### src/rtl/aes_round_sequencer.sv
// Round sequencer for the AES cores. It steps the shared round datapath through 10/12/14
// rounds in either direction and handshakes blocks in and out with valid/ready.
module aes_round_sequencer #(
    parameter int NUM_ROUNDS = 10,
    parameter int DATA_W     = 128
) (
    input  logic              clk,
    input  logic              n_rst,
    input  logic              in_valid,
    output logic              in_ready,
    input  logic              mode,
    input  logic [DATA_W-1:0] data_in,
    input  logic              abort,
    input  logic              key_ready,
    output logic [3:0]        round_idx,
    output logic              mode_q,
    output logic              state_load,
    output logic              sub_en,
    output logic              shift_en,
    output logic              mix_en,
    output logic              add_en,
    input  logic [DATA_W-1:0] datapath_in,
    output logic              out_valid,
    input  logic              out_ready,
    output logic [DATA_W-1:0] data_out,
    output logic              busy
);

    typedef enum logic [2:0] {
        IDLE,
        LOAD,
        INIT_ADD,
        ROUND,
        FINAL,
        CAPTURE,
        OUT
    } state_t;

    localparam logic [3:0] LAST_ROUND = 4'(NUM_ROUNDS);

    state_t              state_q;
    logic [3:0]          round_q;
    logic                outValid_q;
    logic [DATA_W-1:0]   dataOut_q;
    logic                unused_data_in;

    // The datapath loads data_in itself; the sequencer only tells it when.
    assign unused_data_in = ^data_in;

    assign in_ready  = (state_q == IDLE);
    assign busy      = (state_q != IDLE);
    assign out_valid = outValid_q;
    assign data_out  = dataOut_q;
    assign round_idx = mode_q ? (LAST_ROUND - round_q) : round_q;

    // Stage enables follow the current state and are suppressed while waiting for a key or aborting.
    always_comb begin
        state_load = 1'b0;
        sub_en     = 1'b0;
        shift_en   = 1'b0;
        mix_en     = 1'b0;
        add_en     = 1'b0;
        if (!abort) begin
            case (state_q)
                LOAD: begin
                    state_load = 1'b1;
                end
                INIT_ADD: begin
                    add_en = key_ready;
                end
                ROUND: begin
                    sub_en   = key_ready;
                    shift_en = key_ready;
                    mix_en   = key_ready;
                    add_en   = key_ready;
                end
                FINAL: begin
                    sub_en   = key_ready;
                    shift_en = key_ready;
                    add_en   = key_ready;
                end
                default: begin
                end
            endcase
        end
    end

    always_ff @(posedge clk) begin
        if (!n_rst) begin
            state_q    <= IDLE;
            round_q    <= 4'd0;
            mode_q     <= 1'b0;
            outValid_q <= 1'b0;
            dataOut_q  <= '0;
        end else if (abort && state_q != IDLE) begin
            state_q    <= IDLE;
            round_q    <= 4'd0;
            outValid_q <= 1'b0;
            dataOut_q  <= '0;
        end else begin
            case (state_q)
                IDLE: begin
                    if (in_valid) begin
                        mode_q  <= mode;
                        round_q <= 4'd0;
                        state_q <= LOAD;
                    end
                end
                LOAD: begin
                    state_q <= INIT_ADD;
                end
                INIT_ADD: begin
                    if (key_ready) begin
                        round_q <= 4'd1;
                        state_q <= ROUND;
                    end
                end
                ROUND: begin
                    // The last full round leaves the counter at NUM_ROUNDS for the final round key.
                    if (key_ready) begin
                        round_q <= round_q + 4'd1;
                        if (round_q == LAST_ROUND - 4'd1) begin
                            state_q <= FINAL;
                        end
                    end
                end
                FINAL: begin
                    if (key_ready) begin
                        state_q <= CAPTURE;
                    end
                end
                CAPTURE: begin
                    dataOut_q  <= datapath_in;
                    outValid_q <= 1'b1;
                    state_q    <= OUT;
                end
                OUT: begin
                    if (out_ready) begin
                        outValid_q <= 1'b0;
                        state_q    <= IDLE;
                    end
                end
                default: begin
                    state_q <= IDLE;
                end
            endcase
        end
    end

endmodule
### config.mk
export PLATFORM = sky130hd
export DESIGN_NAME = aes_round_sequencer
export DESIGN_NICKNAME = d
export VERILOG_FILES = /design/src/rtl/aes_round_sequencer.sv
export SDC_FILE = /design/constraint.sdc
export NUM_CORES = 1
export LEC_CHECK = 0
export ABC_AREA = 1
export BUFFER_PORTS_ARGS = -buffer_cell sky130_fd_sc_hd__clkbuf_2
export CORE_AREA = 2 2 156 158
export CTS_CLUSTER_DIAMETER = 150
export DETAILED_ROUTE_END_ITERATION = 7
export DIE_AREA = 0 0 158 160
export HOLD_SLACK_MARGIN = 0.05
export SLEW_MARGIN = 10
export SYNTH_ARGS = -nofsm -noshare
export SYNTH_HDL_FRONTEND = slang
export SYNTH_SLANG_ARGS = --single-unit
### constraint.sdc
create_clock -name clk -period 1.4 [get_ports clk]
set_clock_uncertainty 0.15 [all_clocks]
set_input_delay 0.28 -clock clk [delete_from_list [all_inputs] [get_ports clk]]
set_output_delay 0.28 -clock clk [all_outputs]
set_load 0.1 [all_outputs]
==> metrics.md <==
| Metric | Value |
|---|---|
| RSZ-0062 raised after global routing | true |
| GR Overflow Total | 0 |
| Synth Area in Adders | 0.654% |
| Pwr Density | 1090 mW/mm^2 |
| Initial antenna violation count | 0 |
| DP Worst Slack | -0.318 ns |
| Root Buffer | clkbuf_16 |
| #FFs+latches synth | 137 |
| Ports | 404 |
| Syn Std Cell Area | 0.00574 sq mm |
| Slew HR | 59.2% |
| Worst setup SP type | register |
| Die Ht | 160 um |
| Worst Hold Class | input port to register |
| Critical Setup Path Class | register to output port |
| DR vias/cell | 5.01 |
| Gpl congestion | 0.777 |
| Antenna violation net count after detailed routing | 0 |
| Max H-tree Level | 4 |
| Mux contribution to synthesized area | 0% |
| Via Count | 8179 |
| Worst IR drop on VDD | 0.726 mV |
| Iter 0 DRT Violations | 420 |
| Synth Area in XOR/XNOR | 0.305% |
| Die width | 158 um |
| Distinct cells, synth | 25 |
| Post-DP HPWL | 14400 um |
| Final wirelength | 35000 um |
| Worst-skew pair later-pin latency | 0.42 ns |
| DR WL/cell | 21.4 um |
| Max_cap viols | 0 |
| Cell Rows | 57 |
| Die Area | 0.0253 sq mm |
| Core ar. | 0.0238 sq mm |
| Fin Hold WS | 0.277 ns |
| Tot Pwr | 17.4 mW |
| Residual DRC | 0 |
| Minimum clock period | 1.98 ns |
| Syn-to-layout area delta | 177% |
| Critical Path AT | 1.55 ns |
| Synth Warn # | 0 |
| Seq/Total Area, Yosys | 47.8% |
| Vias in the first global route | 8336 |
| Simple-gate share of the synthesized area | 26.5% |
| Clock buffer depth | 2 |
| Port buffer count | 275 |
| Share of cells above drive strength 1 | 75.2% |
| Final hold violation count | 0 |
| Max Slew Vio Count | 0 |
| Critical path endpoint category | output port |
| Failing checks | negative setup slack |
| Leak | 6.14 nW |
| Final Core Density | 66.8% |
| Fmax | 0.505 GHz |
| Largest family of logic cells by synthesized area | simple AND/OR/NAND/NOR gates |
| Mean post-synth cell area | 8.34 sq um |
| Synth Area in Compound Gates | 16.3% |
| Largest net degree at the start of global routing | 52 |
| DRT Pass-1 Iters | 5 |
| CP required | 0.97 ns |
| TritonCTS clock tree | built |
| Initial Util | 24.1% |
| Nets@finish | 1563 |
| Fin crit share | 141% |
| CTS Buf Count | 17 |
| Setup violations, final | 155 |
| First-pass GRT wire length | 46500 um |
| Global-route usage over all layers | 23.9% |
| Clock Sinks | 137 |
| Clock Pin Slew Worst Setup and Hold Paths | 0.06 ns |
| Status | finished, violations left |
| Worst-path fanout max | 5 |
| Syn_nets | 954 |
| Final worst slack | -0.581 ns |
| Post-Synthesis Cells | 688 |
| Final TNS setup | -42.18 ns |
| Antenna cells | 0 |
| Tightest Pin Transition | 0.612 ns |
==> kinds of logic after synthesis <==
logic type | Yosys count
AOI/OAI and AO/OA | 147
xor gates and xnor gates | 2
adders and majority gates | 3
buffers and inverters | 91
DFF | 137
and+or+nand+nor | 308
==> cells in the mapped netlist <==
master / instances / share of area [%]
inv_1: 14 / 0.92
a21oi_1: 86 / 7.5
o21ai_0: 5 / 0.44
nand2_1: 151 / 9.9
nor2_4: 1 / 0.20
nor3_1: 2 / 0.17
buf_4: 5 / 0.65
o211a_1: 1 / 0.17
inv_2: 2 / 0.13
nand3_1: 9 / 0.78
nor2_1: 12 / 0.78
dfxtp_1: 137 / 48
xor2_1: 2 / 0.31
nand2_2: 3 / 0.33
a211oi_1: 1 / 0.13
buf_2: 50 / 4.4
a21boi_0: 1 / 0.13
clkbuf_1: 12 / 0.78
nand4_1: 129 / 14
ha_1: 3 / 0.65
o211ai_1: 1 / 0.13
o21ai_1: 2 / 0.17
buf_6: 8 / 1.6
a21oi_2: 50 / 7.6
nand3_4: 1 / 0.31
==> critical path, cell delays in order, from the launching register on <==
cell and delay, ns:
dfxtp_4 0.38, inv_2 0.04, o211ai_1 0.18, buf_4 0.17, xor2_4 0.17, buf_12 0.20
==> sequential cells by signal (all words and copies together), names as in the netlist <==
signal / cells
data_out: 128
mode_q: 1
out_valid: 1
round_q: 4
state_q: 3
==> worst paths after layout <==
kind / from / endpoint / slack (ns) / depth (start not counted)
setup / recovery: round_q[0] / round_idx[3] / -0.58 / 5
hold / removal: in_valid / state_q[0] / 0.28 / 7
setup reg to reg: state_q[0] / data_out[88] / -0.36 / 10
hold reg to reg: data_out[105] / data_out[105] / 0.33 / 2
==> per-stage QoR <==
stage	area [sq um]	cells
4_1_cts	14600	1581
2_1_floorplan	5880	688
3_5_place_dp	10100	1287
3_3_place_gp	10100	1287
6_report	15900	1632
5_1_grt	15900	1632
==> final cells by class <==
type | count | area (sq um)
repair buffers | 661 | 7880
fillers | 1575 | 7910
multi-input cells | 464 | 3890
clock inverters | 11 | 76.3
clock buffers | 19 | 443
flip-flops and latches | 137 | 3140
well taps | 324 | 405
inverters | 16 | 78.8
==> where the power goes <==
group,internal [mW],switching [mW]
sequential,3.89,0.177
combinational,4.15,5.05
clock,2.29,1.86
total,10.3,7.09
==> timing repair <==
item                                    in CTS  in global routing
hold buffers                               131                  0
pin swaps                                   61                 46
gates resized for setup                    397                250
endpoints found under the setup margin     278                272
hold endpoints to repair                   130                  0
buffers inserted                           105                 62
gates cloned                                29                 11
==> metal layers <==
| layer | up-vias | global-route usage (%) | share of wire (%) |
|---|---|---|---|
| li1 | 3680 | - | - |
| met2 | 396 | 41.7 | 51 |
| met1 | 3980 | 27.1 | 37 |
| met5 | - | 0 | 0 |
| met3 | 123 | 6.49 | 7.4 |
| met4 | 0 | 9.99 | 5.2 |
==> cell usage in the layout, fill, tap and decap left out, types with 5 or more instances in the layout <==
cell type and instances:
buf_12 174, buf_4 151, clkbuf_2 134, dlygate4sd3_1 131, nand4_1 129, a21oi_2 124, nand2_4 97, dfxtp_4 90
dfxtp_2 45, buf_6 34, nand2_1 29, nand2_2 26, clkbuf_16 26, buf_16 17, buf_8 9, inv_1 8
a21oi_1 7, nor2_2 6, nand2_8 6, nand3_1 6, nor2_1 5, a21oi_4 5, clkinv_2 5
Power figures use the tool's default switching activity.
